===== config.mk =====
export PLATFORM = sky130hd
export DESIGN_NAME = serial_signmag32
export DESIGN_NICKNAME = d
export VERILOG_FILES = /design/src/rtl/serial_signmag32_pkg.sv /design/src/rtl/serial_neg_cell.sv /design/src/rtl/serial_signmag32.sv
export SDC_FILE = /design/constraint.sdc
export NUM_CORES = 1
export LEC_CHECK = 0
export ABC_AREA = 1
export BUFFER_PORTS_ARGS = -buffer_cell sky130_fd_sc_hd__clkbuf_2
export CAP_MARGIN = 20
export CORE_MARGIN = 4
export CORE_UTILIZATION = 35
export CTS_CLUSTER_DIAMETER = 30
export DETAILED_ROUTE_END_ITERATION = 8
export GPL_TIMING_DRIVEN = 0
export SYNTH_ARGS = -nofsm -noshare
export SYNTH_HDL_FRONTEND = slang
export SYNTH_SLANG_ARGS = --single-unit
export TNS_END_PERCENT = 1

===== constraint.sdc =====
create_clock -name clock -period 2.16 [get_ports clock]
set_clock_uncertainty 0.05 [all_clocks]
set_input_delay 0.108 -clock clock [delete_from_list [all_inputs] [get_ports clock]]
set_output_delay 0.108 -clock clock [all_outputs]
set_load 0.01 [all_outputs]

===== src/rtl/serial_signmag32_pkg.sv =====
// Shared definitions for the bit-serial two's-complement to sign-magnitude decoder.
package serial_signmag32_pkg;

  localparam int unsigned DEFAULT_WIDTH = 32;

  typedef enum logic [1:0] {
    ST_IDLE  = 2'd0,
    ST_SHIFT = 2'd1,
    ST_DONE  = 2'd2
  } state_e;

endpackage


===== src/rtl/serial_neg_cell.sv =====
// One-bit serial negate cell: passes bits through up to and including the first 1,
// then inverts every later bit when invert_en is set.
module serial_neg_cell (
  input  logic clock,
  input  logic reset,
  input  logic clear,
  input  logic enable,
  input  logic invert_en,
  input  logic bit_in,
  output logic bit_out
);

  logic r_seen_one;

  always_ff @(posedge clock or posedge reset) begin
    if (reset) begin
      r_seen_one <= 1'b0;
    end else if (clear) begin
      r_seen_one <= 1'b0;
    end else if (enable) begin
      r_seen_one <= r_seen_one | bit_in;
    end
  end

  assign bit_out = (invert_en & r_seen_one) ? ~bit_in : bit_in;

endmodule


===== src/rtl/serial_signmag32.sv =====
// Bit-serial two's-complement to sign-magnitude decoder, one bit per clock, LSB first.
module serial_signmag32
  import serial_signmag32_pkg::*;
#(
  parameter int unsigned WIDTH = DEFAULT_WIDTH,
  parameter int unsigned CNT_W = 6
) (
  input  logic             clock,
  input  logic             reset,
  input  logic             start,
  input  logic [WIDTH-1:0] operandA,
  output logic             busy,
  output logic             done,
  output logic             sign,
  output logic [WIDTH-1:0] magnitude,
  output logic             is_zero
);

  state_e           r_state;
  state_e           w_state_next;
  logic [CNT_W-1:0] r_count;
  logic [WIDTH-1:0] r_shreg;
  logic [WIDTH-1:0] r_mag;
  logic             r_sign;
  logic             r_zero;
  logic             w_accept;
  logic             w_shift;
  logic             w_last;
  logic             w_bit;
  logic [WIDTH-1:0] w_mag_next;

  assign w_shift    = (r_state == ST_SHIFT);
  assign w_last     = w_shift && (r_count == CNT_W'(WIDTH - 1));
  assign w_mag_next = {w_bit, r_mag[WIDTH-1:1]};

  always_ff @(posedge clock or posedge reset) begin
    if (reset) begin
      r_state <= ST_IDLE;
    end else begin
      r_state <= w_state_next;
    end
  end

  // start is only honoured outside SHIFT, so a running conversion is never disturbed.
  always_comb begin
    w_state_next = r_state;
    w_accept     = 1'b0;
    unique case (r_state)
      ST_IDLE: begin
        if (start) begin
          w_state_next = ST_SHIFT;
          w_accept     = 1'b1;
        end
      end
      ST_SHIFT: begin
        if (w_last) begin
          w_state_next = ST_DONE;
        end
      end
      ST_DONE: begin
        w_accept     = start;
        w_state_next = start ? ST_SHIFT : ST_IDLE;
      end
      default: w_state_next = ST_IDLE;
    endcase
  end

  always_ff @(posedge clock or posedge reset) begin
    if (reset) begin
      r_count <= '0;
      r_shreg <= '0;
      r_mag   <= '0;
      r_sign  <= 1'b0;
      r_zero  <= 1'b0;
    end else if (w_accept) begin
      r_count <= '0;
      r_shreg <= operandA;
      r_sign  <= operandA[WIDTH-1];
      r_zero  <= 1'b0;
    end else if (w_shift) begin
      r_count <= r_count + CNT_W'(1);
      r_shreg <= r_shreg >> 1;
      r_mag   <= w_mag_next;
      if (w_last) begin
        r_zero <= (w_mag_next == '0);
      end
    end
  end

  serial_neg_cell u_neg_cell (
    .clock    (clock),
    .reset    (reset),
    .clear    (w_accept),
    .enable   (w_shift),
    .invert_en(r_sign),
    .bit_in   (r_shreg[0]),
    .bit_out  (w_bit)
  );

  assign busy      = w_shift;
  assign done      = (r_state == ST_DONE);
  assign sign      = r_sign;
  assign magnitude = r_mag;
  assign is_zero   = r_zero;

endmodule


# Yosys cells after proc, flatten, opt, wreduce, memory -nomap -nowiden
# Cells that the tools add are included.
word_totals:
  ff_bits: 75
  latch_bits: 0
  mem_bits_rw: 0
  rom_bits: 0
  input_bits: 35
  out_inout_bits: 36
  n_memories: 0
classes:
  n_addsub: 1
  n_mul: 0
  div_mod_pow: 0
  magnitude_cmp: 0
  n_eq_ne: 5
  shift: 0
  muxes: 16
  n_bitwise: 4
  n_reduce_logical: 8
ops:
  columns: ["op", "count"]
  rows:
  - ["two-way mux 32 bit", 2]
  - ["logical NOT 32 bit", 1]
  - ["two-way mux 6 bit", 2]
  - ["two-way mux 1 bit", 8]
  - ["adder 6 x 1 -> 6 bit (second input constant)", 1]
  - ["equality test 6 x 5 -> 1 bit (second input constant)", 1]
  - ["case mux 2 bit (3 select lines)", 1]
  - ["AND reduction 2 bit", 3]
  - ["two-way mux 2 bit", 2]
  - ["nonzero test 2 bit", 2]
  - ["equality test 2 x 1 -> 1 bit (second input constant)", 1]
  - ["equality test 2 bit (second input constant)", 1]
  - ["logical NOT 2 bit", 1]
  - ["!= test 2 x 1 -> 1 bit (second input constant)", 1]
  - ["!= test 2 bit (second input constant)", 1]
  - ["inverter 1 bit", 2]
  - ["case mux 1 bit (2 select lines)", 1]
  - ["bitwise AND 1 bit", 1]
  - ["logical AND 1 bit", 1]
  - ["OR 1 bit", 1]

# Logic depth before layout (Yosys ltp)
# Gate-level depths: netlist (run 1).
depth:
  ltp_word: 6
  mapped_depth: 8
  ltp_nobuf: 8

# By module
# A second synthesis (run 1) with hierarchy kept.
unflattened:
  cells_unflattened: 358
  hier_area_um2: 3139.3
by_module_without_submodules:
  columns: ["module", "instances", "cells_each", "area_each_um2", "seq_area_each_um2"]
  rows:
  - ["serial_signmag32", 1, 348, 3074.2, 1851.8]
  - ["serial_neg_cell", 1, 10, 65.1, 25.0]

# Worst setup path after synthesis (run 1)
# OpenSTA, ideal clock, no wires.
synth_path:
  path_kind: "register -> register"
  startpoint: "reg r_state[0]"
  endpoint: "reg r_shreg[3]"
  setup_ps: 128
  arrival_ps: 1092
  required_ps: 1982
  path_slack_ps: 889
  path_stages_with_launch: 7
  path_buffers: 2
  cell_sequence: "dfrtp_1 > nor2_4 > inv_2 > buf_4 > buf_6 > o22ai_1 > a21oi_1"
synth_via:
  elab_chain_len: 3
  word_cells_on_any_way: 6
  classes_between: "eq/ne: 2; mux: 2; reduce/logical: 2"
synth_lines:
  columns: ["element", "line", "source"]
  rows:
  - ["start, declared", "serial_signmag32.sv:19", "state_e r_state;"]
  - ["start signal, assigned", "serial_signmag32.sv:40", "r_state <= w_state_next;"]
  - ["equality test 2 bit / logical NOT 2 bit (equally long branches)", "serial_signmag32.sv:48", "unique case (r_state)"]
  - ["case mux 1 bit (2 select lines)", "serial_signmag32.sv:48", null]
  - ["two-way mux 32 bit / nonzero test 2 bit (equally long branches)", null, null]
  - ["end signal, assigned", "serial_signmag32.sv:77", "r_shreg <= operandA;"]
  - ["end signal, assigned", "serial_signmag32.sv:82", "r_shreg <= r_shreg >> 1;"]
  - ["end, declared", "serial_signmag32.sv:22", "logic [WIDTH-1:0] r_shreg;"]
# Parallel ways exist; a longest one is shown, timed or not.
# A chain may end at the register's enable or synchronous reset.

# Worst setup path in the final report (run 1)
layout_path:
  startpoint: "reg r_state[0]"
  endpoint: "out busy"
layout_via:
  elab_chain_len: 1
layout_lines:
  columns: ["element", "line", "source"]
  rows:
  - ["equality test 2 x 1 -> 1 bit", "serial_signmag32.sv:32", "assign w_shift = (r_state == ST_SHIFT);"]
  - ["end, declared", "serial_signmag32.sv:12", "output logic busy,"]
# No other way between the ends.

==> results of run 1 <==
==> worst paths after layout <==
kind                                  to  slack (ps)  depth (start not counted)
max                                 busy         390                          5
min                          r_shreg[24]          10                          3
max reg2reg                      is_zero         670                          8
min reg2reg                  r_shreg[31]         430                          2
max in group asynchronous     r_state[0]        1390                          4
min in group asynchronous  magnitude[14]         120                          3
==> power by group through the flow <==
| stage | logic [mW] | clock network (mW) | registers [mW] |
|---|---|---|---|
| after global routing | 2.76 | 1.22 | 2.60 |
| final | 2.41 | 1.15 | 2.50 |
| after detailed placement | 2.43 | 0 | 2.52 |
| after CTS | 2.46 | 1.18 | 2.51 |
| after global placement | 2.38 | 0 | 2.50 |
| after floorplan | 1.58 | 0 | 2.56 |
==> layer usage <==
metal,vias up,global-route usage (%)
li1,1403,-
met1,1297,20.2
met4,0,5.70
met5,-,0
met3,9,3.92
met2,76,21.4
==> flip-flops by register name, summed over array words and instances, names as in the netlist <==
| name | flops |
|---|---|
| r_state | 2 |
| u_neg_cell.r_seen_one | 1 |
| r_count | 6 |
| magnitude | 32 |
| is_zero | 1 |
| r_shreg | 32 |
| sign | 1 |
==> worst reg2reg max path, stage by stage, from the launching register on <==
cell and delay (ps):
dfrtp_1 410, ha_1 190, nand2_1 90, nor2_1 90
nand2_1 90, o21ai_0 270, inv_1 80, nand2_1 60
nand2_1 50
==> kinds of logic (layout without fill, tap and decap cells) <==
family                   Yosys count  after routing  share of synthesized area (%)
adder cells (fa/ha/maj)            1              1                          0.389
AND/OR/NAND/NOR                  181            181                           22.2
buffers and inverters             37            139                           5.99
flip-flops                        75             75                           58.4
AO/OA/AOI/OAI                     75             75                           13.0
==> cell type report <==
type | instances | share of cell area, %
sequential | 75 | 45.9
multi-input combinational | 257 | 28.0
timing repair buffer | 86 | 12.9
clock buffer | 12 | 4.04
tap | 108 | 3.30
buffer | 21 | 3.24
inverter | 16 | 1.53
clock inverter | 4 | 1.16
==> metrics by stage <==
stage / setup TNS (ps) / instances / hold slack, ps / area (um2) / util (%)
2_1_floorplan: 0 / 369 / 191 / 3210 / -
3_3_place_gp: -65300 / 547 / 285 / 3700 / 41.8
3_5_place_dp: 0 / 548 / -61.8 / 3730 / 42.2
4_1_cts: 0 / 579 / 0.292 / 4090 / 46.3
5_1_grt: 0 / 579 / 25.5 / 4090 / 46.3
6_report: 0 / 579 / 12.6 / 4090 / 46.3
==> placed cells by master, fill, tap and decap left out, drive strengths merged <==
master / n
o22ai: 30
a21oi: 31
clkbuf: 86
dlygate4sd3: 15
buf: 18
clkinvlp: 1
a22o: 1
o31ai: 1
nor3: 3
clkinv: 2
bufinv: 1
dfrtp: 75
nand3: 6
inv: 16
ha: 1
nand4: 1
nor2: 56
nand2: 115
o21ai: 12
==> results.yml, run 1 <==
setup_path:
  cp-end-kind: "primary output"
  slowest_delay_ps: 420
  required_ps: 2000
  cp_top_family: "buffers and inverters"
  cp.arrival_ps: 1620
  cp_max_fo: 10
  startpoint: "r_state[0]"
  path_buf_inv: 4
  critPathLaunchType: "register"
  slowest_stage: "dfrtp_1"
  crit_type: "reg2out"
  cp_common_cell: "buf_2"
  r2r-start: "r_count[0]"
  path_cells: "nand2_2 > inv_1 > buf_2 > buf_2 > clkbuf_2"
timing:
  setup-violations-final: 0
  hold_violations: 0
  maxSlewViolCount: 0
  fin_crit_sh_pct: 82.2
  rsz0062_at_grt: "no"
  post-route-min-period_ps: 1770
  maxClockFrequency_mhz: 563
  maxSlewHeadroom_pct: 70.9
  max_slew.worst_pin.slew_ps: 436
  layout_setup_ws_ps: 385
clock_tree:
  cts_buffer_depth: 2
  clkTransAtPathRegs_ps: 80
  cts_setup_buffers: 0
  numCtsBuffers: 9
  cts_sinks: 75
  clkLatencyLatePin_ps: 350
  hold_buffers: 15
  cts-resized-gates: 0
  cts_root_buf: "clkbuf_8"
  tritoncts: "yes"
  cts_max_level: 3
power_and_ir_drop:
  p_sw_mw: 2.42
  seq_power_share_pct: 41.2
  irDropWorstVdd_uv: 666
  p_comb_share_pct: 39.7
  total_power_mw: 6.07
  p_leak_nw: 2.05
  clkPwrFrac_pct: 19.0
  p_int_mw: 3.65
  p_per_area_nw_per_um2: 1480
  swShare_pct: 39.9
global_routing:
  grt_pass1_vias: 2722
  grt_max_degree: 71
  track_usage_pct: 14.5
  grt_first_pass_wirelength_um: 13000
  grt_overflow: 0
  antenna_found_initial: 0
cells_and_area:
  multi_input_area_um2: 1140
  drive_gt1_share_pct: 23.1
  synthToLayoutAreaGrowth_pct: 27.3
  seq_area_um2: 1880
  fin_nets: 502
  num_antenna_cells: 0
  nFillCells: 859
synthesis:
  synth_area_um2: 3210
  synth-seq-cells: 75
  synthTopCellsByCount: "nand2_1 (113), dfrtp_1 (75), nor2_1 (54)"
  synth_largest_area_cell: "dfrtp_1"
  syn_nets: 405
  ys_warn_count: 0
  synth.avg_cell_area_um2: 8.71
  synth_most_common_cell: "nand2_1"
  synth_edf_count: 0
  async_flop_share_pct: 100
  synthCells: 369
  synth_top_area_share_pct: 58.4
  synth-seq-area-share_pct: 58.4
  synth_area_leaders: "dfrtp_1 (58%), nand2_1 (13%), nor2_1 (6.3%), o22ai_1 (5.8%), a21oi_1 (4.8%)"
  ys_types: 22
  synth_ff_type: "dfrtp_1"
route:
  routed_wl_um: 7600
  viasPerCell: 4.81
  dr.pass1.iters: 4
  drc: 0
  detailroute.via_count: 2785
  route.met3.wl_um: 462
  wl_met2_um: 3280
  drt_iter0_markers: 109
  routed.top_layer: "met4"
  wl_met1_um: 3770
  ant_nets: 0
  wire_per_inst_um: 13.1
floorplanning:
  start_util_pct: 36.3
  core_um2: 8850
  dieArea_um2: 10800
  design.portCount: 71
  fp.dieH_um: 104
  die_w_um: 104
  rows: 34
placed_design:
  pre_cts_ws_ps: 694
  io_buffers: 70
  hpwl_um: 5210
  globalplace.congestion: 0.751
status:
  status: "finished, final reports clean"
worst_hold_path:
  hp-start: "operandA[24]"
  hold_class: "in2reg"
run:
  maxCapViolCount: 0
(Power assumes the default switching activity.)
==> inputs of run 2 (changes only) <==
clock period = 1.6 ns   (was 2.16 ns; I/O delays follow)
==> run 2 against run 1 <==
Clock power is 52% higher; sequential power is 34% higher; critical path depth is 1 lower; die area stayed put; worst hold slack better by 7.9 ps; design area is 4.3% higher; cell count is 2.2% higher; via count is 1.3% higher; critical endpoint unchanged; largest cell class unchanged.
==> results.yml, run 2 (synthesis gave the netlist of run 1 again) <==
timing:
  maxSlewHeadroom_pct: 71.2
  post-route-min-period_ps: 1460
  layout_setup_ws_ps: 144
  hold_violations: 0
  maxClockFrequency_mhz: 687
  fin_crit_sh_pct: 91.0
  max_slew.worst_pin.slew_ps: 432
  maxSlewViolCount: 0
  timing.setup.tns_ps: 0
  setup-violations-final: 0
  rsz0062_at_grt: "no"
setup_path:
  slowest_stage: "dfrtp_1"
  cp_top_family: "buffers and inverters"
  crit_type: "reg2out"
  cp.depth: 4
  worstRegToRegCells: 6
  path_cells: "nand2_2 > inv_1 > buf_6 > clkbuf_2"
  required_ps: 1470
  cp-end-kind: "primary output"
  r2r-start: "r_state[0]"
  cp.arrival_ps: 1330
  startpoint: "r_state[0]"
  timing.rr.end: "r_shreg[12]"
  cp_max_fo: 19
  slowest_delay_ps: 420
  critPathCapture: "busy"
  r2r_setup_slack_ps: 160
  path_buf_inv: 3
  critPathLaunchType: "register"
clock_tree:
  tritoncts: "yes"
  cts_buffer_depth: 2
  numCtsBuffers: 9
  clkTransAtPathRegs_ps: 70
  cts_setup_buffers: 0
  clkLatencyLatePin_ps: 340
  cts_root_buf: "clkbuf_8"
  cts_sinks: 75
  cts_max_level: 3
route:
  ant_nets: 0
  detailroute.via_count: 2822
  wire_per_inst_um: 13.1
  drc: 0
  routed_wl_um: 7780
  dr.pass1.iters: 4
  drt_iter0_markers: 96
  viasPerCell: 4.77
power_and_ir_drop:
  irDropWorstVdd_uv: 1050
  p_per_area_nw_per_um2: 1970
  p_leak_nw: 2.12
global_routing:
  track_usage_pct: 15.3
  grt_first_pass_wirelength_um: 13700
  grt_max_degree: 34
  grt_pass1_vias: 2839
  antenna_found_initial: 0
  grt_overflow: 0
cells_and_area:
  num_antenna_cells: 0
  final_cell_mix: "nand2_1 (113), dfrtp_1 (75), clkbuf_2 (71)"
  synthToLayoutAreaGrowth_pct: 32.8
  drive_gt1_share_pct: 22.3
  fin_nets: 515
  final_common_cell: "nand2_1"
floorplanning:
  dieArea_um2: 10800
  rows: 34
  design.portCount: 71
  core_um2: 8850
  die_w_um: 104
  start_util_pct: 36.3
  fp.dieH_um: 104
placed_design:
  globalplace.congestion: 0.763
  io_buffers: 70
  hpwl_um: 5450
  pre_cts_ws_ps: 97.7
run:
  maxCapViolCount: 0
status:
  status: "finished, final reports clean"
worst_hold_path:
  hold_class: "in2reg"
==> run 2: cell count changes in the layout (fill, tap and decap cells not counted), moves of 2 or more <==
cell / delta
buf_12: +2
clkinv_2: -2
buf_2: -2
dlygate4sd3_1: +13
clkbuf_8: -2
bufinv_16: +2
==> run 2: what timing repair did <==
item,in CTS,in global routing
gates resized for setup,1,4
cloned,0,0
hold endpoints to repair,60,0
hold buffers,28,0
setup endpoints to repair,1,3
pin swaps,0,1
==> run 2: power breakdown <==
| part | switching [mW] | total (mW) | internal [mW] | leakage, nW |
|---|---|---|---|---|
| Sequential | 0.620 | 3.36 | 2.74 | 0.897 |
| Combinational | 1.94 | 3.31 | 1.37 | 1.10 |
| Clock | 0.670 | 1.75 | 1.08 | 0.117 |
| Total | 3.23 | 8.43 | 5.19 | 2.12 |
==> run 2: final cells by class <==
cell class / count / area (um2)
fill: 847 / 4580
sequential: 75 / 1880
multi-input combinational: 257 / 1140
timing repair buffer: 100 / 671
clock buffer: 12 / 145
buffer: 20 / 135
tap: 108 / 135
clock inverter: 4 / 97.6
inverter: 16 / 63.8
==> run 2: through the flow <==
step | hold slack, ps | utilization, % | area, um2 | instances | total power [mW]
2_1_floorplan | 163 | - | 3220 | 369 | 5.58
3_3_place_gp | 264 | 41.9 | 3700 | 547 | 6.58
3_5_place_dp | 49.4 | 42.3 | 3740 | 549 | 6.70
4_1_cts | 1.41 | 48.2 | 4260 | 592 | 8.54
5_1_grt | 16.9 | 48.2 | 4270 | 592 | 9.21
6_report | 20.6 | 48.2 | 4270 | 592 | 8.43
==> run 2: how the worst min path moves through the flow <==
| stage | from | end | slack (ps) | depth (start not counted) |
|---|---|---|---|---|
| after global routing | operandA[25] | r_shreg[25] | 20 | 3 |
| after detailed placement | reset | r_shreg[6] | 50 | 2 |
| final | operandA[25] | r_shreg[25] | 20 | 3 |
| after CTS | operandA[28] | r_shreg[28] | 1 | 3 |
| after global placement | operandA[30] | r_shreg[30] | 260 | 3 |
| after floorplan | operandA[30] | r_shreg[30] | 160 | 2 |
==> run 2: layer usage <==
metal  GRT usage, %  wire length (um)
met5              0                 0
met4           3.70                61
met3           5.72               501
met2           23.1              3450
met1           20.9              3760
==> run 2: worst min-delay path: cells and delay by family <==
family / cells / cell delay, ps
AOI/OAI and AO/OA: 2 / 190
buffers and inverters: 1 / 90
